==> config.mk <==
export PLATFORM = sky130hd
export DESIGN_NAME = reg_cmd_ctrl_flat
export DESIGN_NICKNAME = d
export VERILOG_FILES = /design/src/rtl/reg_cmd_ctrl_if.sv /design/src/rtl/reg_cmd_ctrl.sv /design/src/flat_wrapper.sv
export SDC_FILE = /design/constraint.sdc
export NUM_CORES = 1
export LEC_CHECK = 0
export CORE_ASPECT_RATIO = 0.5
export CORE_UTILIZATION = 40
export CTS_BUF_LIST = sky130_fd_sc_hd__clkbuf_4
export DETAILED_ROUTE_END_ITERATION = 10
export GPL_ROUTABILITY_DRIVEN = 0
export GPL_TIMING_DRIVEN = 1
export PLACE_DENSITY = 0.85
export SLEW_MARGIN = 20
export SYNTH_ARGS = -nofsm -noshare
export SYNTH_HDL_FRONTEND = slang
export SYNTH_SLANG_ARGS = --single-unit
==> constraint.sdc <==
create_clock -name CLK -period 2.6 [get_ports CLK]
set_input_delay 0.26 -clock CLK [delete_from_list [all_inputs] [get_ports CLK]]
set_output_delay 0.26 -clock CLK [all_outputs]
set_load 0.01 [all_outputs]
==> src/rtl/reg_cmd_ctrl_if.sv <==
// Register-command bus: byte command stream in, register file port, read response out.
// CmdErr is present only when REG_CMD_ERR_EN is defined.
interface reg_cmd_ctrl_if #(
  parameter int WIDTH = 16,
  parameter int ADDR  = 3
);
  logic [7:0]       InData;
  logic             InValid;
  logic             InReady;
  logic [WIDTH-1:0] WrData;
  logic [ADDR-1:0]  Address;
  logic             WrEn;
  logic             RdEn;
  logic [WIDTH-1:0] RdData;
  logic [WIDTH-1:0] RspData;
  logic             RspValid;
  logic             RspReady;
`ifdef REG_CMD_ERR_EN
  logic             CmdErr;
`endif

  modport slave (
    input  InData, InValid, RdData, RspReady,
    output InReady, WrData, Address, WrEn, RdEn,
    output RspData, RspValid
`ifdef REG_CMD_ERR_EN
    , output CmdErr
`endif
  );

  modport master (
    output InData, InValid, RdData, RspReady,
    input  InReady, WrData, Address, WrEn, RdEn,
    input  RspData, RspValid
`ifdef REG_CMD_ERR_EN
    , input CmdErr
`endif
  );
endinterface

==> src/rtl/reg_cmd_ctrl.sv <==
// Byte-stream write/read command parser driving a register file port.
// Define REG_CMD_ERR_EN to get a CmdErr pulse on unknown command bytes.
module reg_cmd_ctrl #(
  parameter int WIDTH = 16,
  parameter int ADDR  = 3
) (
  input  logic           CLK,
  input  logic           RST,
  reg_cmd_ctrl_if.slave  bus
);
  localparam int NBYTES = WIDTH / 8;
  localparam int CW     = (NBYTES > 1) ? $clog2(NBYTES) : 1;
  localparam logic [CW-1:0] LAST = CW'(NBYTES - 1);

  typedef enum logic [2:0] {
    IDLE,
    GET_ADDR,
    GET_DATA,
    WRITE,
    READ,
    CAPTURE,
    RESP
  } state_t;

  state_t           state;
  state_t           next;
  logic             in_ready;
  logic             wr_en;
  logic             rd_en;
  logic             rsp_valid;
  logic             accept;
  logic             hdr_wr;
  logic             hdr_rd;
  logic             is_wr;
  logic [CW-1:0]    cnt;
  logic [WIDTH-1:0] wdata;
  logic [ADDR-1:0]  addr;
  logic [WIDTH-1:0] rsp;

  assign hdr_wr = (bus.InData == 8'hA5);
  assign hdr_rd = (bus.InData == 8'h5A);
  assign accept = bus.InValid && in_ready;

  always_ff @(posedge CLK or negedge RST) begin
    if (!RST) state <= IDLE;
    else      state <= next;
  end

  always_comb begin
    next      = state;
    in_ready  = 1'b0;
    wr_en     = 1'b0;
    rd_en     = 1'b0;
    rsp_valid = 1'b0;
    unique case (state)
      IDLE: begin
        in_ready = 1'b1;
        if (bus.InValid && (hdr_wr || hdr_rd))
          next = GET_ADDR;
      end
      GET_ADDR: begin
        in_ready = 1'b1;
        if (bus.InValid)
          next = is_wr ? GET_DATA : READ;
      end
      GET_DATA: begin
        in_ready = 1'b1;
        if (bus.InValid && cnt == LAST)
          next = WRITE;
      end
      WRITE: begin
        wr_en = 1'b1;
        next  = IDLE;
      end
      READ: begin
        rd_en = 1'b1;
        next  = CAPTURE;
      end
      CAPTURE: next = RESP;
      RESP: begin
        rsp_valid = 1'b1;
        if (bus.RspReady) next = IDLE;
      end
      default: next = IDLE;
    endcase
  end

  always_ff @(posedge CLK or negedge RST) begin
    if (!RST) begin
      is_wr <= 1'b0;
      cnt   <= '0;
      wdata <= '0;
      addr  <= '0;
      rsp   <= '0;
    end else begin
      unique case (1'b1)
        (state == IDLE && accept): is_wr <= hdr_wr;
        (state == GET_ADDR && accept): begin
          addr <= bus.InData[ADDR-1:0];
          cnt  <= '0;
        end
        (state == GET_DATA && accept): begin
          for (int i = 0; i < NBYTES; i++)
            if (cnt == CW'(i)) wdata[8*i +: 8] <= bus.InData;
          cnt <= cnt + 1'b1;
        end
        (state == CAPTURE): rsp <= bus.RdData;
        default: ;
      endcase
    end
  end

`ifdef REG_CMD_ERR_EN
  logic err;

  // One-cycle flag for a dropped, unrecognised command byte
  always_ff @(posedge CLK or negedge RST) begin
    if (!RST) err <= 1'b0;
    else      err <= (state == IDLE) && accept && !hdr_wr && !hdr_rd;
  end

  assign bus.CmdErr = err;
`endif

  assign bus.InReady  = in_ready;
  assign bus.WrEn     = wr_en;
  assign bus.RdEn     = rd_en;
  assign bus.RspValid = rsp_valid;
  assign bus.WrData   = wdata;
  assign bus.Address  = addr;
  assign bus.RspData  = rsp;
endmodule

==> src/flat_wrapper.sv <==
// flat-port wrapper written by rule: the top's interface ports become plain ports
module reg_cmd_ctrl_flat 
#(
  parameter int WIDTH = 16,
  parameter int ADDR  = 3
)
  (CLK, RST, bus_InData, bus_InValid, bus_RdData, bus_RspReady, bus_InReady, bus_WrData, bus_Address, bus_WrEn, bus_RdEn, bus_RspData, bus_RspValid);
  reg_cmd_ctrl_if #(.WIDTH(WIDTH), .ADDR(ADDR)) bus_i ();
  input  logic CLK;
  input  logic RST;
  input wire logic [$bits(bus_i.InData)-1:0] bus_InData;
  input wire logic [$bits(bus_i.InValid)-1:0] bus_InValid;
  input wire logic [$bits(bus_i.RdData)-1:0] bus_RdData;
  input wire logic [$bits(bus_i.RspReady)-1:0] bus_RspReady;
  output wire logic [$bits(bus_i.InReady)-1:0] bus_InReady;
  output wire logic [$bits(bus_i.WrData)-1:0] bus_WrData;
  output wire logic [$bits(bus_i.Address)-1:0] bus_Address;
  output wire logic [$bits(bus_i.WrEn)-1:0] bus_WrEn;
  output wire logic [$bits(bus_i.RdEn)-1:0] bus_RdEn;
  output wire logic [$bits(bus_i.RspData)-1:0] bus_RspData;
  output wire logic [$bits(bus_i.RspValid)-1:0] bus_RspValid;
  assign bus_i.InData = bus_InData;
  assign bus_i.InValid = bus_InValid;
  assign bus_i.RdData = bus_RdData;
  assign bus_i.RspReady = bus_RspReady;
  assign bus_InReady = bus_i.InReady;
  assign bus_WrData = bus_i.WrData;
  assign bus_Address = bus_i.Address;
  assign bus_WrEn = bus_i.WrEn;
  assign bus_RdEn = bus_i.RdEn;
  assign bus_RspData = bus_i.RspData;
  assign bus_RspValid = bus_i.RspValid;
  reg_cmd_ctrl #(.WIDTH(WIDTH), .ADDR(ADDR)) u_core (.CLK(CLK), .RST(RST), .bus(bus_i));
endmodule
* After elaboration in Yosys (flattened, before gate mapping)
Index checks and enable logic that the tools add are counted.
** Storage, ports and cells
- Register bits after elaboration :: 40
- Input port bits :: 28
- Word-level logic and storage cells :: 45
** Cells by class
- Eq/ne operators :: 12
- $add $sub $neg :: 1
- Reduce and logical (&&, ||, !) cells :: 13
- Bitwise gates (word level) :: 1
- Mux-type cells :: 11
** Operator list (count)
- $pmux W3 S6 :: 1
- $mux W3 :: 5
- $eq A3 B3 Y1 const B :: 3
- $eq A8 B7 Y1 const B :: 1
- $eq A8 B8 Y1 const B :: 1
- $eq A3 B2 Y1 const B :: 2
- $logic_and A1 B1 Y1 :: 6
- $mux W1 :: 4
- $ne A2 B1 Y1 const B :: 2
- $ne A2 B2 Y1 const B :: 2
- $reduce_and A2 Y1 :: 2
- $reduce_and A4 Y1 :: 1
- $eq A3 B1 Y1 const B :: 1
- $logic_not A3 Y1 :: 1
- $reduce_or A3 Y1 :: 1
- $pmux W1 S2 :: 1
- $reduce_bool A2 Y1 :: 1
- $add A1 B1 Y1 const B :: 1
- $logic_or A1 B1 Y1 :: 1
- $not A1 Y1 :: 1

* Depth between registers and ports, before layout
Gate-level depths: netlist (run 1).
- Depth after elaboration :: 6
- Depth in mapped cells :: 5

* Worst setup path before layout (run 1)
No wires, ideal clock.
- Kind :: register to register
- From :: register u_core.state[2]
- To :: register u_core.wdata[10] (netlist: u_core.bus.WrData[10])
- Setup time :: 0.125 ns
- Arrival time :: 1.464 ns
- Stages on the path, launching flop included :: 5
- Data required time :: 2.475 ns
- Path slack :: 1.011 ns
- Cell sequence :: dfrtp_1 > buf_2 > or4_4 > buf_6 > mux2_4
** Between the ends
- Cells in the longest elaborated chain, start to end :: 6
** Ends and longest elaborated chain
- start, declared :: line reg_cmd_ctrl.sv:25 : state_t state;
- start signal, assigned :: line reg_cmd_ctrl.sv:46 : else state <= next;
- $eq A3 B2 Y1, or another cell as far along :: line reg_cmd_ctrl.sv:55, reg_cmd_ctrl.sv:102
- $reduce_or A3 Y1 (no line)
- $mux W1 :: line reg_cmd_ctrl.sv:55 : unique case (state)
- $logic_and A1 B1 Y1 :: line reg_cmd_ctrl.sv:42 : assign accept = bus.InValid && in_ready;
- $logic_and A1 B1 Y1 * :: line reg_cmd_ctrl.sv:102 : (state == GET_DATA && accept): begin
- $reduce_and A2 Y1 (no line) *
- end signal, assigned by index :: line reg_cmd_ctrl.sv:104 : if (cnt == CW'(i)) wdata[8*i +: 8] <= bus.InData;
- end, declared :: line reg_cmd_ctrl.sv:36 : logic [WIDTH-1:0] wdata;
Every way passes the cells marked *; elsewhere a longest branch is shown, timed or not.
A chain may end at the register's enable or synchronous reset.

* Worst setup path after layout (run 1)
- From :: register u_core.state[2]
- To :: output port bus_RdEn
** Between the ends
- Cells in the longest elaborated chain, start to end :: 2
** Ends and longest elaborated chain
- $eq A3 B3 Y1 :: line reg_cmd_ctrl.sv:55
- $mux W1 :: line reg_cmd_ctrl.sv:55
- end, declared :: line flat_wrapper.sv:19 : output wire logic [$bits(bus_i.RdEn)-1:0] bus_RdEn;
No other way between the ends.

==> flow_summary.toml, run 1 <==
[cts]
clk_pin_slew_ns = 0.12
cts_buffer_depth = 2
cts-hold-fix-buffers = 0
clkLatencyLatePin_ns = 0.34
cts_made_buffers = 5
cts_tree = "yes"
h-tree-depth = 2
cts.repair.resized = 0
clock-sinks = 40
cts_root_buf = "clkbuf_4"
cts_setup_buffers = 0

[cells_and_area]
diodes = 0
syn_to_final_growth_pct = 43.3
utilization_pct = 61.4
multi_input_area_sq_um = 659
n_fill_cell = 312
regArea_sq_mm = 0.00100
drive_above_1_share_pct = 25.0
num-nets-final = 215
final_common_cell = "clkdlybuf4s50_1"
final_cell_mix = "65 x clkdlybuf4s50_1, 40 x dfrtp_1, 28 x mux2_2"

[worst_setup_path]
crit_path_max_incr_delay_ns = 0.58
critPathRequiredTime_ns = 2.34
ff2ff_setup_slack_ns = 0.77
slowest_stage = "clkdlybuf4s50_1"
cp-end-kind = "output port"
cp_max_fo = 9
critPathKind = "flip-flop to output port"
r2r_cells = 3
r2r-start = "u_core.state[1]"
start_kind = "flip-flop"
cp.arrival_ns = 1.87
reg2reg_to = "u_core.bus.RspData[4]"
crit_chain = "inv_1 > nor3_1 > clkdlybuf4s50_1"

[drt]
via_count = 1196
wl_per_cell_microns = 15.0
drtIter0Drc = 76
viasPerCell = 4.94
firstDrtPassIters = 4
ant_nets = 0
remaining_drc_errors = 0
wl_microns = 3630

[floorplanning]
io_pins = 67
row_count = 16
die_y_microns = 48.3
start_util_pct = 42.9
die_area_sq_mm = 0.00457
die_x_microns = 94.6
core_area_sq_mm = 0.00400

[power]
power_mw = 2.80
power_leakage_nw = 1.04
cellPowerDensity_mw_per_mm2 = 1140
peakVddDrop_mv = 0.504

[logic_synthesis]
netlist_instances = 119
syn_area_sq_mm = 0.00172
postSynth.asyncResetShare_pct = 100
syn-num-nets = 147
ys.warnings.count = 0
synth-seq-cells = 40
syn_avg_cell_area_sq_um = 14.4
synth_edf_count = 0
synth_cell_type_count = 22
seq_area_frac_synth_pct = 58.3
synth-main-ff-cell = "dfrtp_1"

[grt]
met2_usage_pct = 29.7
grt.total_usage_pct = 17.5
grt-busiest-layer = "met2"
grt_util_met3_pct = 3.93
antenna_found_initial = 0
grt_pass1_wl_microns = 6110
grt_pass1_vias = 1216
grt_max_degree = 41
met1_usage_pct = 22.1
gr-total-overflow = 0

[placement]
port_buffers = 66
detailed_place_hpwl_microns = 2650

[timing]
fin_crit_sh_pct = 82.0
tns_ns = 0
worstMarginPinSlew_ns = 0.875
period_needed_ns = 2.13
final-hold-violation-count = 0
rsz0062_at_grt = "false"
slew_violations = 0
clock_skew_ns = 0.00960
setup_violations = 0
slew_headroom_pct = 41.7
max_freq_mhz = 469

[hold_path]
hold_class = "input pin to asynchronous set/reset pin"

[outcome]
status = "complete, no violations"

[run]
cap_violations = 0
[how the worst max path moves through the flow]
stage	slack [ns]	depth (start not counted)	endpoint	from
floorplan	1.01	4	u_core.bus.WrData[10]	u_core.state[2]
global placement	0.65	4	u_core.bus.WrData[9]	bus_InValid
detailed placement	0.60	4	u_core.bus.WrData[1]	bus_InValid
CTS	0.46	3	bus_RdEn	u_core.state[2]
global route	0.30	3	bus_RdEn	u_core.state[2]
finish	0.47	3	bus_RdEn	u_core.state[2]
[Yosys cell counts, types with 2 or more instances]
library cell  number  area, sq um
buf_2              2         10.0
nor2_1             3         11.3
o21ai_0            5         25.0
nand2b_1           3         18.8
nor3_1             4         20.0
nor4bb_1           2         20.0
a21oi_1            6         30.0
dfrtp_1           40         1000
nand2_1            3         11.3
mux2_2            28          315
or4bb_1            2         22.5
inv_1              3         11.3
mux2_4             8          120
buf_6              2         22.5
[worst max-delay path: cells and delay by family (launching register included)]
family / cells / cell delay, ns
simple gates: 1 / 0.27
buf+inv: 2 / 0.72
flops: 1 / 0.55
[cells by family after synthesis]
logic type / after synthesis / synth area share (%)
compound gates: 13 / 4.30
buf+inv: 9 / 3.28
flops: 40 / 58.3
mux: 36 / 25.4
simple gates: 21 / 8.75
[per-stage QoR]
stage | hold slack (ns) | worst slack [ns] | cells | area (sq um)
floorplan | -0.0356 | 1.01 | 119 | 1720
detailed placement | 0.423 | 0.603 | 234 | 2400
CTS | 0.0395 | 0.462 | 242 | 2460
global route | 0.0792 | 0.298 | 242 | 2460
global placement | 0.413 | 0.648 | 234 | 2400
finish | 0.0166 | 0.467 | 242 | 2460
[metal layers]
layer	routed length (microns)	vias to the layer above
met5	0	-
met1	1600	598
met3	167	5
met2	1820	31
met4	35	0
li1	-	562
[power breakdown]
group / internal [mW] / leakage [nW] / switching [mW] / total (mW)
logic: 0.866 / 0.526 / 0.482 / 1.35
clock network: 0.125 / 0.0338 / 0.195 / 0.320
registers: 0.918 / 0.485 / 0.215 / 1.13
total: 1.91 / 1.04 / 0.892 / 2.80
[cell type report]
| cell class | count | share of cell area (%) |
|---|---|---|
| Sequential cell | 40 | 40.7 |
| Multi-Input combinational cell | 70 | 26.8 |
| Timing Repair Buffer | 66 | 26.7 |
| Tap cell | 54 | 2.75 |
| Clock buffer | 7 | 2.14 |
| Inverter | 4 | 0.814 |
| Clock inverter | 1 | 0.153 |
[flip-flops by register name, summed over array words and instances, names as in the netlist]
register,cells
u_core.bus.RspData,16
u_core.state,3
u_core.bus.Address,3
u_core.cnt,1
u_core.is_wr,1
u_core.bus.WrData,16
Power figures use the tool's default switching activity.
==> run 2, diff against run 1 <==
Settings changed: PLACE_DENSITY 0.85 to 0.88.
Clock period 2.6 ns to 1.95 ns, I/O delays scaled along.
==> run 2 against run 1 <==
Clock skew grew 0.0040 ns; clock power rose by 25%; flip-flop and latch count unchanged; cell count grew 2.5%; combinational power is 41% higher; die area did not move; non-clock buffer count grew 6; critical path depth is the same; critical path type unchanged; critical endpoint is now bus_RspValid; highest routed layer is now met3.
==> flow_summary.toml, run 2 (synthesis results as in run 1) <==
[outcome]
status = "complete, no violations"

[floorplanning]
core_area_sq_mm = 0.00400
row_count = 16
start_util_pct = 42.9
die_x_microns = 94.6
die_y_microns = 48.3
die_area_sq_mm = 0.00457
io_pins = 67

[drt]
via_count = 1218
ant_nets = 0
met3_length_microns = 144
firstDrtPassIters = 4
top_layer_used = "met3"
remaining_drc_errors = 0
drtIter0Drc = 42
wl_microns = 3620
met1Wirelength_microns = 1570
wl_met2_microns = 1900
wl_per_cell_microns = 14.6
viasPerCell = 4.91

[grt]
grt_pass1_vias = 1259
grt.total_usage_pct = 17.4
gr-total-overflow = 0
grt_max_degree = 41
antenna_found_initial = 0
grt_pass1_wl_microns = 6030

[placement]
port_buffers = 66
place_inst = 238
detailed_place_hpwl_microns = 2680

[cells_and_area]
multi_input_area_sq_um = 664
regArea_sq_mm = 0.00100
drive_above_1_share_pct = 28.4
final_cell_mix = "65 x clkdlybuf4s50_1, 38 x dfrtp_1, 28 x mux2_2"
num-nets-final = 221
instances_no_fill = 248
syn_to_final_growth_pct = 46.2
diodes = 0
n_fill_cell = 312
final_common_cell = "clkdlybuf4s50_1"

[cts]
cts_tree = "yes"
clock-sinks = 40
cts_made_buffers = 5
h-tree-depth = 2
cts_buffer_depth = 2
clkLatencyLatePin_ns = 0.34
clk_pin_slew_ns = 0.12
cts_root_buf = "clkbuf_4"

[run]
cap_violations = 0

[timing]
fin_crit_sh_pct = 95.0
rsz0062_at_grt = "false"
clock_skew_ns = 0.0136
tns_ns = 0
hold_slack_ns = 0.457
worstMarginPinSlew_ns = 0.875
max_freq_mhz = 540
final-hold-violation-count = 0
period_needed_ns = 1.85
slew_violations = 0
slew_headroom_pct = 41.7
setup_violations = 0

[worst_setup_path]
cp.arrival_ns = 1.66
start_kind = "flip-flop"
critPathKind = "flip-flop to output port"
cp-end-kind = "output port"
ff2ff_setup_slack_ns = 0.25
cp_max_fo = 10
critPathRequiredTime_ns = 1.75

[power]
power_mw = 3.76
power_leakage_nw = 1.07
peakVddDrop_mv = 0.679
cellPowerDensity_mw_per_mm2 = 1500

[hold_path]
hold_class = "input pin to flip-flop"
-- run 2: cell types whose count changed in the layout (fill, tap and decap cells not counted) --
cell / delta
buf_4: +5
clkbuf_4: -2
clkinv_2: +2
dfrtp_1: -2
dfrtp_2: +2
dlygate4sd3_1: +1
nor3_1: -1
nor3_2: +1
-- run 2: metal layers --
metal	vias to the layer above	track usage, %
met5	-	0
met4	0	4.55
met3	0	4.40
met2	31	30.2
met1	613	21.6
li1	574	-
-- run 2: worst paths after layout --
kind | startpoint | end | cells after the start
max in group asynchronous | RST | u_core.state[1] | 2
min | bus_RdData[10] | u_core.bus.RspData[10] | 2
max | u_core.state[1] | bus_RspValid | 3
min in group asynchronous | RST | u_core.cnt | 2
max reg2reg | u_core.state[2] | u_core.bus.WrData[10] | 3
min reg2reg | u_core.bus.Address[0] | u_core.bus.Address[0] | 1
-- run 2: worst max-delay path, cell delays in order, from the launching register on --
cell             delay, ns
dfrtp_2               0.51
inv_6                 0.06
nor3_1                0.17
clkdlybuf4s50_1       0.57
-- run 2: metrics by stage --
| step | cell area (sq um) | util, % | worst slack (ns) |
|---|---|---|---|
| final | 2510 | 62.7 | 0.0983 |
| after global placement | 2430 | 60.8 | 0.165 |
| after floorplan | 1720 | - | 0.361 |
| after global routing | 2510 | 62.7 | 0.0173 |
| after CTS | 2500 | 62.6 | 0.0345 |
| after detailed placement | 2430 | 60.8 | 0.141 |
-- run 2: cell type report --
type,instances,share of cell area [%]
Inverter,4,0.798
Multi-Input combinational cell,70,26.5
Clock inverter,3,0.548
Timing Repair Buffer,72,28.0
Sequential cell,40,40.0
Clock buffer,5,1.50
Tap cell,54,2.69
-- run 2: power by group --
group          switching, mW  leakage (nW)  total [mW]  internal, mW
sequential             0.236         0.482        1.46          1.23
clock                  0.268        0.0324       0.400         0.133
combinational          0.701         0.556        1.90          1.20
-- run 2: timing repair --
item	in CTS	in global routing
hold endpoints to repair	40	0
buffers inserted	1	0
gates resized for setup	2	1
gates cloned	0	0
hold buffers	1	0
endpoints found under the setup margin	2	1
